**config.mk**
```make
export PLATFORM = sky130hd
export DESIGN_NAME = mdio_slave_responder_flat
export DESIGN_NICKNAME = d
export VERILOG_FILES = /design/src/rtl/mdio_slave_responder_if.sv /design/src/rtl/mdio_slave_responder.sv /design/src/flat_wrapper.sv
export SDC_FILE = /design/constraint.sdc
export NUM_CORES = 1
export LEC_CHECK = 0
export BUFFER_PORTS_ARGS = -buffer_cell sky130_fd_sc_hd__buf_2
export CORE_MARGIN = 5
export CORE_UTILIZATION = 50
export CTS_BUF_LIST = sky130_fd_sc_hd__clkbuf_2 sky130_fd_sc_hd__clkbuf_4 sky130_fd_sc_hd__clkbuf_8
export CTS_CLUSTER_SIZE = 20
export DETAILED_ROUTE_END_ITERATION = 10
export PLACE_DENSITY_LB_ADDON = 0.1
export RECOVER_POWER = 100
export SLEW_MARGIN = 5
export SYNTH_ARGS = -nofsm -noshare
export SYNTH_HDL_FRONTEND = slang
export SYNTH_SLANG_ARGS = --single-unit
```
**constraint.sdc**
```tcl
create_clock -name clk -period 4.3 [get_ports clk]
set_input_delay 0.215 -clock clk [delete_from_list [all_inputs] [get_ports clk]]
set_output_delay 0.215 -clock clk [all_outputs]
set_load 0.005 [all_outputs]
```
**src/rtl/mdio_slave_responder_if.sv**
```systemverilog
// MDIO pad pins and register-file port of the PHY-side MDIO responder.
// The slave modport is the responder; the master modport is the pad/register-file side.
interface mdio_slave_responder_if;
    logic        mdc;
    logic        mdio_i;
    logic        mdio_o;
    logic        mdio_oe;
    logic [4:0]  reg_addr;
    logic [15:0] reg_wdata;
    logic        reg_wr_en;
    logic        reg_rd_req;
    logic [15:0] reg_rdata;
    logic        frame_err;
    logic        busy;

    modport slave (
        input  mdc, mdio_i, reg_rdata,
        output mdio_o, mdio_oe, reg_addr, reg_wdata, reg_wr_en, reg_rd_req, frame_err, busy
    );

    modport master (
        output mdc, mdio_i, reg_rdata,
        input  mdio_o, mdio_oe, reg_addr, reg_wdata, reg_wr_en, reg_rd_req, frame_err, busy
    );
endinterface

```
**src/rtl/mdio_slave_responder.sv**
```systemverilog
// Clause 22 MDIO target: oversamples mdc/mdio in the clk domain, decodes frames for PHY_ADDR
// and maps them onto a one-clk write strobe / read request register port.
module mdio_slave_responder #(
    parameter logic [4:0] PHY_ADDR = 5'd1,
    parameter int         PRE_LEN  = 32,
    parameter int         RD_LAT   = 2
) (
    input  logic                  clk,
    input  logic                  rst,
    mdio_slave_responder_if.slave bus
);

    typedef enum logic [3:0] {
        S_HUNT  = 4'd0,
        S_ST    = 4'd1,
        S_OP    = 4'd2,
        S_PHYAD = 4'd3,
        S_REGAD = 4'd4,
        S_TA    = 4'd5,
        S_WDATA = 4'd6,
        S_RDATA = 4'd7,
        S_SKIP  = 4'd8
    } state_t;

    localparam logic [5:0] PRE_LEN_C = 6'(PRE_LEN);
    localparam logic [1:0] RD_LAT_C  = 2'(RD_LAT);

    logic [1:0]  mdc_sync_r;
    logic [1:0]  mdio_sync_r;
    logic        mdc_prev_r;
    logic        rise_s;
    logic        fall_s;
    logic        bit_s;

    state_t      state_r;
    logic [5:0]  pre_cnt_r;
    logic [4:0]  bit_cnt_r;
    logic        op_hi_r;
    logic        is_read_r;
    logic [4:0]  phyad_r;
    logic [3:0]  regad_r;
    logic [14:0] wshift_r;
    logic [15:0] rd_shift_r;
    logic [1:0]  rd_lat_cnt_r;

    logic        mdio_o_r;
    logic        mdio_oe_r;
    logic [4:0]  reg_addr_r;
    logic [15:0] reg_wdata_r;
    logic        reg_wr_en_r;
    logic        reg_rd_req_r;
    logic        frame_err_r;
    logic        busy_r;

    // Two-flop synchronisers on the asynchronous pins plus mdc edge history.
    always_ff @(posedge clk) begin
        if (rst) begin
            mdc_sync_r  <= 2'b00;
            mdio_sync_r <= 2'b00;
            mdc_prev_r  <= 1'b0;
        end else begin
            mdc_sync_r  <= {mdc_sync_r[0], bus.mdc};
            mdio_sync_r <= {mdio_sync_r[0], bus.mdio_i};
            mdc_prev_r  <= mdc_sync_r[1];
        end
    end

    assign rise_s = mdc_sync_r[1] & ~mdc_prev_r;
    assign fall_s = ~mdc_sync_r[1] & mdc_prev_r;
    assign bit_s  = mdio_sync_r[1];

    // Read-latency countdown: reaches 1 in the cycle where reg_rdata is valid.
    always_ff @(posedge clk) begin
        if (rst) begin
            rd_lat_cnt_r <= 2'd0;
        end else if (reg_rd_req_r) begin
            rd_lat_cnt_r <= RD_LAT_C;
        end else if (rd_lat_cnt_r != 2'd0) begin
            rd_lat_cnt_r <= rd_lat_cnt_r - 2'd1;
        end else begin
            rd_lat_cnt_r <= 2'd0;
        end
    end

    // Frame decoder: bit fields advance on mdc rises, read data is driven on mdc falls.
    always_ff @(posedge clk) begin
        if (rst) begin
            state_r      <= S_HUNT;
            pre_cnt_r    <= 6'd0;
            bit_cnt_r    <= 5'd0;
            op_hi_r      <= 1'b0;
            is_read_r    <= 1'b0;
            phyad_r      <= 5'd0;
            regad_r      <= 4'd0;
            wshift_r     <= 15'd0;
            rd_shift_r   <= 16'd0;
            mdio_o_r     <= 1'b0;
            mdio_oe_r    <= 1'b0;
            reg_addr_r   <= 5'd0;
            reg_wdata_r  <= 16'd0;
            reg_wr_en_r  <= 1'b0;
            reg_rd_req_r <= 1'b0;
            frame_err_r  <= 1'b0;
            busy_r       <= 1'b0;
        end else begin
            reg_wr_en_r  <= 1'b0;
            reg_rd_req_r <= 1'b0;
            frame_err_r  <= 1'b0;
            case (state_r)
                S_HUNT: begin
                    if (rise_s) begin
                        if (bit_s) begin
                            if (pre_cnt_r != 6'd63) begin
                                pre_cnt_r <= pre_cnt_r + 6'd1;
                            end
                        end else if (pre_cnt_r >= PRE_LEN_C) begin
                            // This 0 is the first ST bit.
                            pre_cnt_r <= 6'd0;
                            busy_r    <= 1'b1;
                            state_r   <= S_ST;
                        end else begin
                            pre_cnt_r <= 6'd0;
                        end
                    end
                end
                S_ST: begin
                    if (rise_s) begin
                        if (bit_s) begin
                            bit_cnt_r <= 5'd0;
                            state_r   <= S_OP;
                        end else begin
                            frame_err_r <= 1'b1;
                            busy_r      <= 1'b0;
                            state_r     <= S_HUNT;
                        end
                    end
                end
                S_OP: begin
                    if (rise_s) begin
                        op_hi_r <= bit_s;
                        if (bit_cnt_r == 5'd0) begin
                            bit_cnt_r <= 5'd1;
                        end else begin
                            bit_cnt_r <= 5'd0;
                            case ({op_hi_r, bit_s})
                                2'b01: begin
                                    is_read_r <= 1'b0;
                                    state_r   <= S_PHYAD;
                                end
                                2'b10: begin
                                    is_read_r <= 1'b1;
                                    state_r   <= S_PHYAD;
                                end
                                default: begin
                                    frame_err_r <= 1'b1;
                                    busy_r      <= 1'b0;
                                    state_r     <= S_HUNT;
                                end
                            endcase
                        end
                    end
                end
                S_PHYAD: begin
                    if (rise_s) begin
                        phyad_r <= {phyad_r[3:0], bit_s};
                        if (bit_cnt_r == 5'd4) begin
                            bit_cnt_r <= 5'd0;
                            state_r   <= S_REGAD;
                        end else begin
                            bit_cnt_r <= bit_cnt_r + 5'd1;
                        end
                    end
                end
                S_REGAD: begin
                    if (rise_s) begin
                        regad_r <= {regad_r[2:0], bit_s};
                        if (bit_cnt_r == 5'd4) begin
                            bit_cnt_r <= 5'd0;
                            if (phyad_r == PHY_ADDR) begin
                                reg_addr_r <= {regad_r, bit_s};
                                if (is_read_r) begin
                                    reg_rd_req_r <= 1'b1;
                                    state_r      <= S_RDATA;
                                end else begin
                                    state_r <= S_TA;
                                end
                            end else begin
                                // Not our PHY: let TA and data pass without touching the bus.
                                state_r <= S_SKIP;
                            end
                        end else begin
                            bit_cnt_r <= bit_cnt_r + 5'd1;
                        end
                    end
                end
                S_TA: begin
                    if (rise_s) begin
                        if (bit_cnt_r == 5'd1) begin
                            bit_cnt_r <= 5'd0;
                            state_r   <= S_WDATA;
                        end else begin
                            bit_cnt_r <= bit_cnt_r + 5'd1;
                        end
                    end
                end
                S_WDATA: begin
                    if (rise_s) begin
                        wshift_r <= {wshift_r[13:0], bit_s};
                        if (bit_cnt_r == 5'd15) begin
                            reg_wdata_r <= {wshift_r, bit_s};
                            reg_wr_en_r <= 1'b1;
                            busy_r      <= 1'b0;
                            bit_cnt_r   <= 5'd0;
                            state_r     <= S_HUNT;
                        end else begin
                            bit_cnt_r <= bit_cnt_r + 5'd1;
                        end
                    end
                end
                S_RDATA: begin
                    // bit_cnt_r counts mdc falls since the last REGAD rise (F0..F18).
                    if (fall_s) begin
                        bit_cnt_r <= bit_cnt_r + 5'd1;
                        case (bit_cnt_r)
                            5'd0: begin
                                mdio_oe_r <= 1'b0;
                            end
                            5'd1: begin
                                mdio_oe_r <= 1'b1;
                                mdio_o_r  <= 1'b0;
                            end
                            5'd18: begin
                                mdio_oe_r <= 1'b0;
                                mdio_o_r  <= 1'b0;
                                busy_r    <= 1'b0;
                                bit_cnt_r <= 5'd0;
                                state_r   <= S_HUNT;
                            end
                            default: begin
                                mdio_o_r   <= rd_shift_r[15];
                                rd_shift_r <= {rd_shift_r[14:0], 1'b0};
                            end
                        endcase
                    end
                end
                S_SKIP: begin
                    if (rise_s) begin
                        if (bit_cnt_r == 5'd17) begin
                            bit_cnt_r <= 5'd0;
                            busy_r    <= 1'b0;
                            state_r   <= S_HUNT;
                        end else begin
                            bit_cnt_r <= bit_cnt_r + 5'd1;
                        end
                    end
                end
                default: begin
                    mdio_oe_r <= 1'b0;
                    busy_r    <= 1'b0;
                    bit_cnt_r <= 5'd0;
                    pre_cnt_r <= 6'd0;
                    state_r   <= S_HUNT;
                end
            endcase
            if (rd_lat_cnt_r == 2'd1) begin
                rd_shift_r <= bus.reg_rdata;
            end
        end
    end

    assign bus.mdio_o     = mdio_o_r;
    assign bus.mdio_oe    = mdio_oe_r;
    assign bus.reg_addr   = reg_addr_r;
    assign bus.reg_wdata  = reg_wdata_r;
    assign bus.reg_wr_en  = reg_wr_en_r;
    assign bus.reg_rd_req = reg_rd_req_r;
    assign bus.frame_err  = frame_err_r;
    assign bus.busy       = busy_r;

endmodule

```
**src/flat_wrapper.sv**
```systemverilog
// flat-port wrapper written by rule: the top's interface ports become plain ports
module mdio_slave_responder_flat 
#(
    parameter logic [4:0] PHY_ADDR = 5'd1,
    parameter int         PRE_LEN  = 32,
    parameter int         RD_LAT   = 2
)
  (clk, rst, bus_mdc, bus_mdio_i, bus_reg_rdata, bus_mdio_o, bus_mdio_oe, bus_reg_addr, bus_reg_wdata, bus_reg_wr_en, bus_reg_rd_req, bus_frame_err, bus_busy);
  mdio_slave_responder_if bus_i ();
  input  logic clk;
  input  logic rst;
  input wire logic [$bits(bus_i.mdc)-1:0] bus_mdc;
  input wire logic [$bits(bus_i.mdio_i)-1:0] bus_mdio_i;
  input wire logic [$bits(bus_i.reg_rdata)-1:0] bus_reg_rdata;
  output wire logic [$bits(bus_i.mdio_o)-1:0] bus_mdio_o;
  output wire logic [$bits(bus_i.mdio_oe)-1:0] bus_mdio_oe;
  output wire logic [$bits(bus_i.reg_addr)-1:0] bus_reg_addr;
  output wire logic [$bits(bus_i.reg_wdata)-1:0] bus_reg_wdata;
  output wire logic [$bits(bus_i.reg_wr_en)-1:0] bus_reg_wr_en;
  output wire logic [$bits(bus_i.reg_rd_req)-1:0] bus_reg_rd_req;
  output wire logic [$bits(bus_i.frame_err)-1:0] bus_frame_err;
  output wire logic [$bits(bus_i.busy)-1:0] bus_busy;
  assign bus_i.mdc = bus_mdc;
  assign bus_i.mdio_i = bus_mdio_i;
  assign bus_i.reg_rdata = bus_reg_rdata;
  assign bus_mdio_o = bus_i.mdio_o;
  assign bus_mdio_oe = bus_i.mdio_oe;
  assign bus_reg_addr = bus_i.reg_addr;
  assign bus_reg_wdata = bus_i.reg_wdata;
  assign bus_reg_wr_en = bus_i.reg_wr_en;
  assign bus_reg_rd_req = bus_i.reg_rd_req;
  assign bus_frame_err = bus_i.frame_err;
  assign bus_busy = bus_i.busy;
  mdio_slave_responder #(.PHY_ADDR(PHY_ADDR), .PRE_LEN(PRE_LEN), .RD_LAT(RD_LAT)) u_core (.clk(clk), .rst(rst), .bus(bus_i));
endmodule
```
-- After elaboration in Yosys (flattened, before gate mapping)
Index checks and enable logic that the tools add are counted.
- bits in registers: 91
- input port bits: 20
- output and inout port bits: 27
- logic and storage cells: 191
- $add $sub $neg: 3
- order comparisons: 1
- eq/ne operators: 43
- muxes and demuxes: 76
- bitwise gates (word level): 15
- reduce and logical (&&, ||, !) cells: 31
- operator list (cell ; count):
    $mux 4 ; 19
    $mux 5 ; 13
    $mux 16 ; 4
    $pmux 5 s8 ; 1
    $ne 2x1->1 const B ; 19
    $pmux 4 s9 ; 1
    $mux 1 ; 23
    $mux 6 ; 3
    $reduce_and 18->1 ; 1
    $eq 4x3->1 const B ; 4
    $reduce_or 8->1 ; 2
    $reduce_and 15->1 ; 1
    $reduce_and 3->1 ; 5
    $not 1->1 ; 13
    $pmux 6 s2 ; 1
    $reduce_or 3->1 ; 4
    $eq 5x1->1 const B ; 2
    $eq 5x5->1 const B ; 2
    $mux 2 ; 5
    $pmux 1 s2 ; 5
    $reduce_and 9->1 ; 1
    $eq 4x2->1 const B ; 2
    $ne 2x2->1 const B ; 4
    $reduce_and 2->1 ; 4
    21 further kinds ; 30

-- Logic depth before layout (Yosys ltp)
Gate-level depths: netlist (run 1).
- depth in word-level cells: 6
- gate-level depth with buffers: 10
- depth with buffers taken out: 8

-- Worst setup path after synthesis (run 1)
No wires, ideal clock.
- kind: flip-flop to flip-flop
- start: register u_core.bit_cnt_r[0]
- end: register u_core.state_r[1]
- library setup time: 0.072 ns
- arrival: 1.919 ns
- data required time: 4.228 ns
- path slack: 2.309 ns
- cell stages (with the launch flop): 10
- buffers on the path: 1
- period minus slack after synthesis: 1.991 ns
- path through: dfxtp_1 -> inv_1 -> ha_1 -> nor4b_2 -> or3_1 -> a32oi_1 -> and3_1 -> buf_2 -> nor2b_4 -> mux2i_1
- cells in the longest elaborated chain, start to end: 3
- elaborated cells on any way between the ends: 14
- classes of those cells: eq/ne: 12; reduce/logical: 2
- ends and longest elaborated chain (what ; RTL line ; source):
    start, declared ; mdio_slave_responder.sv:37 ; logic [4:0] bit_cnt_r;
    start signal, assigned ; mdio_slave_responder.sv:170 ; bit_cnt_r <= bit_cnt_r + 5'd1;
    start signal, assigned ; mdio_slave_responder.sv:192 ; bit_cnt_r <= bit_cnt_r + 5'd1;
    start signal, assigned ; mdio_slave_responder.sv:202 ; bit_cnt_r <= bit_cnt_r + 5'd1;
    $eq 5x1->1, or another cell as far along ; mdio_slave_responder.sv:198 ; if (bit_cnt_r == 5'd1) begin
    $ne 2x1->1 (no line) or $ne 2x2->1 (tied branches) ; - ;
    $reduce_and 18->1 (no line) * ; - ;
    end signal, assigned ; mdio_slave_responder.sv:189 ; state_r <= S_SKIP;
    end signal, assigned ; mdio_slave_responder.sv:200 ; state_r <= S_WDATA;
    end signal, assigned ; mdio_slave_responder.sv:214 ; state_r <= S_HUNT;
    end, declared ; mdio_slave_responder.sv:35 ; state_t state_r;
Mark *: on every way between the ends. The rest lies on a longest branch, timed or not.
A chain may end at the register's enable or synchronous reset.

-- Final worst setup path (run 1)
- start: register u_core.bit_cnt_r[0]
- end: register u_core.rd_shift_r[2]
- cells in the longest elaborated chain, start to end: 4
- elaborated cells on any way between the ends: 6
- classes of those cells: eq/ne: 3; reduce/logical: 3
- ends and longest elaborated chain (what ; RTL line ; source):
    $eq 5x5->1, or another cell as far along ; mdio_slave_responder.sv:224 ; case (bit_cnt_r)
    $reduce_or 3->1 (no line) * ; - ;
    $ne 2x1->1 (no line) * ; - ;
    $reduce_and 3->1 (no line) * ; - ;
    end signal, assigned ; mdio_slave_responder.sv:241 ; rd_shift_r <= {rd_shift_r[14:0], 1'b0};
    end signal, assigned ; mdio_slave_responder.sv:266 ; rd_shift_r <= bus.reg_rdata;
    end, declared ; mdio_slave_responder.sv:43 ; logic [15:0] rd_shift_r;
Marks and branches as above.

==> results of run 1 <==
==> worst min path at each step <==
stage	cells after the start	end	startpoint
2_1_floorplan	1	u_core.mdc_sync_r[0]	bus_mdc
3_3_place_gp	1	u_core.mdio_sync_r[1]	u_core.mdio_sync_r[0]
3_5_place_dp	1	u_core.mdc_sync_r[1]	u_core.mdc_sync_r[0]
4_1_cts	2	u_core.mdc_sync_r[0]	bus_mdc
5_1_grt	2	u_core.mdc_sync_r[0]	bus_mdc
6_report	2	u_core.mdc_sync_r[0]	bus_mdc
==> through the flow <==
stage          total power, uW  area [sq um]  hold WS [ns]
2_1_floorplan              890          4100         0.343
3_3_place_gp               904          4320         0.427
3_5_place_dp               905          4320         0.437
4_1_cts                   1450          4510        0.0630
5_1_grt                   1490          4450         0.101
6_report                  1430          4450        0.0725
==> synth_stat cells, drive strengths merged, types with 7 or more instances <==
cell,n
o21ai,25
nor3,10
inv,15
nor2,39
buf,15
a21oi,60
nand2,77
mux2i,31
nand2b,7
ha,10
nor2b,11
dfxtp,91
clkbuf,19
nand3,11
==> report_power, final <==
part	total, uW	internal (uW)	switching, uW
sequential	847	845	2.80
combinational	36.6	12.2	24.4
clock	551	236	315
==> registers in the layout, summed over array words and instances, names as in the netlist <==
register               count
u_core.pre_cnt_r           6
u_core.op_hi_r             1
u_core.bit_cnt_r           5
u_core.bus.reg_wr_en       1
u_core.is_read_r           1
u_core.mdc_prev_r          1
u_core.rd_shift_r         16
u_core.wshift_r           15
u_core.bus.frame_err       1
u_core.regad_r             4
u_core.mdio_sync_r         2
u_core.bus.reg_wdata      16
u_core.bus.mdio_o          1
u_core.state_r             4
u_core.bus.reg_addr        5
u_core.bus.reg_rd_req      1
u_core.bus.busy            1
u_core.phyad_r             5
u_core.mdc_sync_r          2
u_core.rd_lat_cnt_r        2
u_core.bus.mdio_oe         1
==> area by class of cell <==
type,count,area [sq um],area share
inverters,15,56.3,0.0127
flip-flops and latches,91,1820,0.410
well taps,105,131,0.0295
multi-input cells,344,2030,0.456
clock buffers,10,138,0.0309
clock inverters,6,52.6,0.0118
repair buffers,48,220,0.0495
==> kinds of logic (layout without fill, tap and decap cells) <==
group           Yosys count  in the layout  synth area share
xor+xnor                  5              5            0.0107
simple gates            185            185             0.227
compound gates          113            113             0.160
mux                      31             31            0.0757
buf+inv                  49             79            0.0519
fa+ha+maj                10             10            0.0305
flops                    91             91             0.444
==> worst max-delay path, stage by stage, from the launching register on <==
cell,delay (ns)
dfxtp_1,0.36
inv_1,0.14
ha_1,0.19
nor4b_1,0.83
nor3_1,0.25
nand4b_1,0.18
clkbuf_1,0.83
mux2i_1,0.28
a21oi_1,0.09
==> routing by layer <==
| metal | routed length, um | track usage | share of wire |
|---|---|---|---|
| met3 | 432 | 0.0408 | 0.052 |
| met2 | 3860 | 0.277 | 0.46 |
| met5 | 0 | 0 | 0 |
| met4 | 68 | 0.0466 | 0.0081 |
| met1 | 3990 | 0.226 | 0.48 |
==> summary.md, run 1 <==
| Metric | Value |
|---|---|
| Most frequent cells in the layout | `dfxtp_1, nand2_1, a21oi_1, nor2_1, buf_2` |
| Clk_lat worst skew | `0.36 ns` |
| # hold bufs at CTS | `0` |
| EDFF count, synth | `0` |
| Final Hold Fails | `0` |
| Vias in the first global route | `3020` |
| CP Class | `reg -> reg` |
| GRT overflow | `0` |
| RR Endpoint | `u_core.rd_shift_r[2]` |
| DR vias/cell | `5.42` |
| Final period utilization | `0.769` |
| Yosys cell types | `58` |
| Max Freq | `302 MHz` |
| Worst Path Required | `4.50 ns` |
| Total track usage | `0.170` |
| Synth top area share | `0.444` |
| CTS tree | `built` |
| Largest net degree at the start of global routing | `59` |
| Final Util | `0.550` |
| Dpl hpwl | `5840 um` |
| Clk root buf | `clkbuf_8` |
| Primary FF master, synth | `dfxtp_1` |
| RSZ-0062 raised after global routing | `no` |
| DP Cell Count | `603` |
| Initial antenna violation count | `0` |
| IO Pins | `47` |
| Most common cell after layout, fill and taps aside | `dfxtp_1` |
| Slew @ Worst Pin | `2.41 ns` |
| Yosys reg bits | `91` |
| Die extent in y | `101 um` |
| Run status | `finished, violations left` |
| Cells after Synth | `484` |
| Violated checks | `max-capacitance violations, max-slew violations` |
| Die area | `10100 sq um` |
| Max-slew headroom | `-0.608` |
| Final WS setup | `0.994 ns` |
| Residual DRC count | `0` |
| Placeable core area | `8090 sq um` |
| Worst Path Max Fanout | `17` |
| Final setup viols | `0` |
| Post-CTS resize count | `0` |
| Bufs on Longest Clock Path | `2` |
| DRT iter0 DRCs | `223` |
| Routed wire length | `8350 um` |
| Layout overhead on the synthesized area | `8.45%` |
| Rows | `33` |
| Register-to-Register Path Depth | `8` |
| H-Tree Depth | `3` |
| Leading area contributor after synthesis | `dfxtp_1` |
| Routed vias | `3358` |
| Layout cells sized above 1 | `0.111` |
| Final min period | `3.31 ns` |
| Worst Path Arrival | `3.50 ns` |
| Synth async-reset ratio | `0` |
| Setup TNS Final | `0 ns` |
| Final cell count without fillers | `619` |
| Pwr dens | `323 nW/um^2` |
| CP Launch Type | `flop` |
| Clk slew on worst S/H paths | `0.09 ns` |
| Place WS | `1.84 ns` |
| Drt wl/cell | `13.5 um` |
| Slew Limit Fails | `59` |
| PortBufs | `46` |
| Worst R2R Start | `u_core.bit_cnt_r[0]` |
| Crit path capture | `u_core.rd_shift_r[2]` |
| Fill cells | `809` |
| 1st-pass router iterations | `4` |
| Post-CTS setup buffers | `0` |
| Synth Net Count | `514` |
| Register area share after synthesis | `0.444` |
| Maxcap violations | `1` |
| Final RePlAce weighted congestion | `0.904` |
| Ranking of synthesized cells by area | `dfxtp_1, mux2i_1, a21oi_1, nand2_1, nor2_1` |
| First-pass GRT wire length | `14100 um` |
| Worst Skew | `0.0162 ns` |
| YS warnings | `0` |
| Initial Util | `0.507` |
| R2r setup slk | `0.99 ns` |
| CP endpoint kind | `flop` |
| Mapped Avg Cell Area | `8.47 sq um` |
| Die X | `101 um` |
| NumNets Final | `539` |
| Num CTS Buffers | `9` |
| Worst IR Drop VDD | `0.165 mV` |
| CP Launch Point | `u_core.bit_cnt_r[0]` |
| Worst Hold Class | `in -> reg` |
| Leak Pwr | `0.00177 uW` |
| Clock tree sinks | `91` |
| Diodes inserted | `0` |
| Synth Cell Area | `4100 sq um` |
| Final ANT Viol Nets | `0` |
Note: power is estimated with default switching activity, not from simulation.
==> inputs of run 2 (changes only) <==
==> constraint.sdc (replaced) <==
create_clock -name clk -period 3.3 [get_ports clk]
set_input_delay 0.165 -clock clk [delete_from_list [all_inputs] [get_ports clk]]
set_output_delay 0.165 -clock clk [all_outputs]
set_load 0.005 [all_outputs]
==> summary.md, run 2 (same netlist as run 1, synthesis figures left out) <==
| Metric | Value |
|---|---|
| Max incr delay on CP | `0.80 ns (-0.03 ns)` |
| Routed wire length | `8500 um (+1.9%)` |
| Cell Area, Placed | `4340 sq um (+0.52%)` |
| Initial Util | `0.507 (unchanged)` |
| CP Launch Type | `flop` |
| Max Freq | `373 MHz (+23%)` |
| Final setup viols | `0 (unchanged)` |
| Switching pwr | `442 uW (+29%)` |
| Final ANT Viol Nets | `0 (unchanged)` |
| Most common cell after layout, fill and taps aside | `dfxtp_1` |
| Worst Hold Class | `in -> reg` |
| Worst Path Arrival | `2.96 ns (-0.54 ns)` |
| Clock tree sinks | `91 (unchanged)` |
| Final cell count without fillers | `621 (+0.32%)` |
| Clk_lat worst skew | `0.36 ns (about the same)` |
| Die extent in y | `101 um (unchanged)` |
| Maxcap violations | `0 (-1)` |
| DP Cell Count | `606 (+0.50%)` |
| Num CTS Buffers | `9 (unchanged)` |
| Rows | `33 (unchanged)` |
| Cell family with most CP delay | `simple AND/OR/NAND/NOR gates` |
| R2r setup slk | `0.62 ns (-0.38 ns)` |
| Clock Power Share | `0.373 (-0.011)` |
| Met1 Track Usage GR | `0.230 (+0.00389)` |
| Dpl hpwl | `5810 um (-0.50%)` |
| CP endpoint kind | `flop` |
| Register-to-Register Path Depth | `6 (-2)` |
| Cell area after layout | `4470 sq um (+0.56%)` |
| Diodes inserted | `0 (unchanged)` |
| Clk root buf | `clkbuf_8` |
| Bufs on Longest Clock Path | `2 (unchanged)` |
| NumNets Final | `542 (+0.56%)` |
| Run status | `finished, final reports clean` |
| Worst Path Max Fanout | `22 (+5)` |
| Placeable core area | `8090 sq um (unchanged)` |
| Place WS | `0.980 ns (-0.855 ns)` |
| Largest net degree at the start of global routing | `67 (+14%)` |
| Routed vias | `3355 (-0.089%)` |
| Residual DRC count | `0 (unchanged)` |
| Initial antenna violation count | `0 (unchanged)` |
| Layout overhead on the synthesized area | `9.06%` |
| 1st-pass router iterations | `4 (unchanged)` |
| CP Launch Point | `u_core.state_r[0]` |
| Die X | `101 um (unchanged)` |
| Worst R2R Start | `u_core.state_r[0]` |
| IO Pins | `47 (unchanged)` |
| RR Endpoint | `u_core.state_r[1]` |
| RSZ-0062 raised after global routing | `no` |
| Bufs and invs on worst path | `0 (-2)` |
| Total track usage | `0.173 (+0.00305)` |
| Vias in the first global route | `3150 (+4.3%)` |
| # hold bufs at CTS | `0 (unchanged)` |
| Logic pwr share | `0.028 (+0.002)` |
| Final min period | `2.68 ns (-0.624 ns)` |
| Worst Skew | `0.0111 ns (-0.00511 ns)` |
| Post-CTS setup buffers | `0 (unchanged)` |
| H-Tree Depth | `3 (unchanged)` |
| Seq pwr share | `0.600 (+0.009)` |
| Final WS setup | `0.618 ns (-0.376 ns)` |
| PortBufs | `46 (unchanged)` |
| Slew @ Worst Pin | `0.939 ns (-1.47 ns)` |
| CP most frequent cell | `nor3_1` |
| GR met2 Demand/Resource | `0.274 (-0.00306)` |
| Slowest cell on crit path | `dfxtp_1` |
| First-pass GRT wire length | `14300 um (+1.1%)` |
| Internal | `1400 uW (+28%)` |
| DR vias/cell | `5.40 (-0.41%)` |
| Most frequent cells in the layout | `dfxtp_1, nand2_1, a21oi_1, nor2_1, mux2i_1` |
| Max-slew headroom | `0.374 (+0.981)` |
| CP Class | `reg -> reg` |
| Hold path endpoint | `u_core.mdc_sync_r[0]` |
| Layout cells sized above 1 | `0.109 (-0.00237)` |
| Most heavily used metal layer in global routing | `met2` |
| Worst Hold Depth | `2 (unchanged)` |
| CTS tree | `built` |
| Drt wl/cell | `13.7 um (+1.5%)` |
| Slew Limit Fails | `0 (-100%)` |
| Pwr dens | `411 nW/um^2 (+27%)` |
| Clk slew on worst S/H paths | `0.09 ns (about the same)` |
| M3 GR Usage | `0.0436 (+0.00277)` |
| Hold path start | `bus_mdc` |
| GRT overflow | `0 (unchanged)` |
| Setup TNS Final | `0 ns (unchanged)` |
| Final Util | `0.553 (+0.00309)` |
| Final RePlAce weighted congestion | `0.906 (+0.31%)` |
| Post-CTS resize count | `0 (unchanged)` |
| Worst IR Drop VDD | `0.236 mV (+43%)` |
| Worst Path Required | `3.58 ns (-0.92 ns)` |
| DRT iter0 DRCs | `164 (-26%)` |
| Leak Pwr | `0.00175 uW (-0.59%)` |
| Critical Path, Cell by Cell | `nor3_1 > a32o_1 > nor3_1 > and3_1 > nor2b_4 > mux2i_1` |
| Switching part of the total | `0.240 (+0.00201)` |
| Final period utilization | `0.813 (+0.0440)` |
| Final Hold Fails | `0 (unchanged)` |
| Die area | `10100 sq um (unchanged)` |
==> run 2: worst max-delay path by stage <==
stage,end,slack (ns),cells past startpoint
after global placement,u_core.state_r[1],0.98,6
final,u_core.state_r[1],0.62,6
after global routing,u_core.state_r[1],0.42,6
after floorplan,u_core.state_r[1],1.31,9
after CTS,u_core.state_r[1],0.92,6
after detailed placement,u_core.state_r[1],0.98,6
==> run 2: metal layers <==
layer | wire length, um | vias up
met5 | 0 | -
met1 | 4040 | 1553
met4 | 61 | 0
met2 | 3990 | 67
li1 | - | 1729
met3 | 415 | 6
==> run 2: power by group through the flow <==
stage | combinational (uW) | clock, uW | sequential, uW
2_1_floorplan | 31.6 | 0 | 1130
3_3_place_gp | 51.2 | 0 | 1130
3_5_place_dp | 51.7 | 0 | 1130
4_1_cts | 51.9 | 699 | 1100
5_1_grt | 57.9 | 759 | 1100
6_report | 51.0 | 685 | 1100
==> run 2: layout make-up <==
| class | count | area, sq um |
|---|---|---|
| inverter | 15 | 56.3 |
| clock inverter | 6 | 48.8 |
| fill | 833 | 3620 |
| sequential | 91 | 1820 |
| tap | 105 | 131 |
| timing repair buffer | 51 | 244 |
| clock buffer | 9 | 124 |
| multi-input combinational | 344 | 2050 |
==> run 2: per-stage QoR <==
stage	hold slack (ns)	power [uW]
final	0.0221	1840
after global routing	0.00919	1920
after CTS	0.0140	1850
after detailed placement	0.389	1180
after global placement	0.382	1180
after floorplan	0.293	1160
==> inputs of run 3 (changes only) <==
==> constraint.sdc (replaced) <==
create_clock -name clk -period 2.5 [get_ports clk]
set_input_delay 0.125 -clock clk [delete_from_list [all_inputs] [get_ports clk]]
set_output_delay 0.125 -clock clk [all_outputs]
set_load 0.005 [all_outputs]
==> summary.md, run 3 (same netlist as run 1, synthesis figures left out) <==
| Metric | Value |
|---|---|
| Met2 routed WL | `3920 um (-1.6%)` |
| Die X | `101 um (unchanged)` |
| Worst Path Required | `2.79 ns (-0.79 ns)` |
| Worst Hold Class | `in -> reg` |
| Diodes inserted | `0 (unchanged)` |
| Setup TNS Final | `0 ns (unchanged)` |
| GRT overflow | `0 (unchanged)` |
| Switching part of the total | `0.226 (-0.0143)` |
| Num CTS Buffers | `9 (unchanged)` |
| Bufs on Longest Clock Path | `2 (unchanged)` |
| Worst IR Drop VDD | `0.368 mV (+56%)` |
| PortBufs | `46 (unchanged)` |
| Clock tree sinks | `91 (unchanged)` |
| 1st-pass router iterations | `4 (unchanged)` |
| Final ANT Viol Nets | `0 (unchanged)` |
| CTS tree | `built` |
| Critical Path, Cell by Cell | `inv_1 > ha_1 > nor4b_2 > or3_1 > a32oi_1 > and3_1 > nor2b_1 > mux2i_1` |
| CP Class | `reg -> reg` |
| Worst Skew | `0.00951 ns (-0.00163 ns)` |
| Slew Limit Fails | `0 (unchanged)` |
| Clock Power Share | `0.403 (+0.030)` |
| CP Launch Type | `flop` |
| Most common cell after layout, fill and taps aside | `dfxtp_1` |
| Die extent in y | `101 um (unchanged)` |
| Seq pwr share | `0.570 (-0.030)` |
| Final Util | `0.568 (+0.0152)` |
| Maxcap violations | `0 (unchanged)` |
| Initial Util | `0.507 (unchanged)` |
| Pwr dens | `556 nW/um^2 (+35%)` |
| Run status | `finished, final reports clean` |
| Vias in the first global route | `3077 (-2.3%)` |
| Final period utilization | `0.926 (+0.114)` |
| Initial antenna violation count | `0 (unchanged)` |
| Total track usage | `0.176 (+0.00341)` |
| Worst Path Max Fanout | `6 (-73%)` |
| Final Hold Fails | `0 (unchanged)` |
| Final cell count without fillers | `630 (+1.4%)` |
| Worst Path Arrival | `2.61 ns (-0.35 ns)` |
| CP endpoint kind | `flop` |
| Layout overhead on the synthesized area | `12.1%` |
| H-Tree Depth | `3 (unchanged)` |
| Logic pwr share | `0.027 (about the same)` |
| DRT iter0 DRCs | `172 (+4.9%)` |
| Drt wl/cell | `13.4 um (-2.5%)` |
| Final RePlAce weighted congestion | `0.897 (-0.98%)` |
| Slowest cell on crit path | `dfxtp_1` |
| Post-CTS resize count | `0 (unchanged)` |
| Leak Pwr | `0.00187 uW (+6.6%)` |
| Dpl hpwl | `5970 um (+2.6%)` |
| Largest net degree at the start of global routing | `47 (-30%)` |
| Die area | `10100 sq um (unchanged)` |
| DR top layer | `met4` |
| Routed wire length | `8410 um (-1.1%)` |
| First-pass GRT wire length | `14500 um (+1.9%)` |
| Most frequent cells in the layout | `dfxtp_1, nand2_1, a21oi_1, nor2_1, buf_2` |
| Clk root buf | `clkbuf_8` |
| Max Freq | `432 MHz (+16%)` |
| Final min period | `2.32 ns (-0.366 ns)` |
| Layout cells sized above 1 | `0.141 (+0.0324)` |
| Final setup viols | `0 (unchanged)` |
| Internal | `1980 uW (+42%)` |
| DP Cell Count | `613 (+1.2%)` |
| Residual DRC count | `0 (unchanged)` |
| WL met3 | `340 um (-18%)` |
| IO Pins | `47 (unchanged)` |
| Placeable core area | `8090 sq um (unchanged)` |
| Max-slew headroom | `0.288 (-0.0856)` |
| Clk slew on worst S/H paths | `0.09 ns (about the same)` |
| Rows | `33 (unchanged)` |
| NumNets Final | `550 (+1.5%)` |
| Clk_lat worst skew | `0.36 ns (about the same)` |
| Max incr delay on CP | `0.39 ns (-0.41 ns)` |
| Switching pwr | `577 uW (+31%)` |
| Hold WS | `0.0130 ns (-0.00910 ns)` |
| DR vias/cell | `5.30 (-2.0%)` |
| M1 wire length | `4010 um (-0.69%)` |
| Slew @ Worst Pin | `1.07 ns (+0.128 ns)` |
| Routed vias | `3337 (-0.54%)` |
| RSZ-0062 raised after global routing | `no` |
==> run 3: power groups by stage <==
stage	Clock [uW]	Combinational, uW	Sequential (uW)
after floorplan	0	41.7	1490
final	1030	70.1	1460
after CTS	1070	71.1	1460
after global routing	1130	79.0	1460
after detailed placement	0	69.8	1490
after global placement	0	69.0	1490
==> run 3: what timing repair did <==
| item | in CTS | in global routing |
|---|---|---|
| endpoints found under the hold margin | 1 | 0 |
| endpoints found under the setup margin | 0 | 0 |
| buffers inserted | 0 | 0 |
| hold buffers | 1 | 0 |
==> run 3: area by class of cell <==
class / instances / area [sq um]
tap: 105 / 131
clock inverter: 6 / 70.1
multi-input combinational: 344 / 2050
timing repair buffer: 59 / 330
inverter: 15 / 56.3
clock buffer: 10 / 138
fill: 803 / 3500
sequential: 91 / 1820
==> run 3: metrics by stage <==
stage	power [uW]	worst slack, ns	instance area, sq um
4_1_cts	2600	0.253	4630
2_1_floorplan	1530	0.509	4100
5_1_grt	2670	0.0117	4600
6_report	2560	0.184	4600
3_3_place_gp	1560	0.330	4410
3_5_place_dp	1560	0.272	4410
==> run 3: final timing paths <==
check | from | endpoint | slack (ns) | depth (start not counted)
max reg2reg | u_core.bit_cnt_r[0] | u_core.state_r[1] | 0.18 | 8
min reg2reg | u_core.mdc_sync_r[0] | u_core.mdc_sync_r[1] | 0.43 | 1
max | u_core.bit_cnt_r[0] | u_core.state_r[1] | 0.18 | 8
min | bus_mdc | u_core.mdc_sync_r[0] | 0.01 | 2
==> run 3: per-layer routing <==
metal / vias to the layer above / global-route usage
met5: - / 0
met4: 0 / 0.0601
met3: 13 / 0.0401
met2: 53 / 0.288
met1: 1530 / 0.230
li1: 1741 / -
==> run 3: worst max-delay path, delay by kind of cell, from the launching register on <==
| family | cells | cell delay (ns) |
|---|---|---|
| AOI/OAI and AO/OA | 1 | 0.25 |
| adders and majority gates | 1 | 0.21 |
| buffers and inverters | 1 | 0.11 |
| DFF | 1 | 0.39 |
| muxes | 1 | 0.20 |
| and+or+nand+nor | 4 | 1.09 |
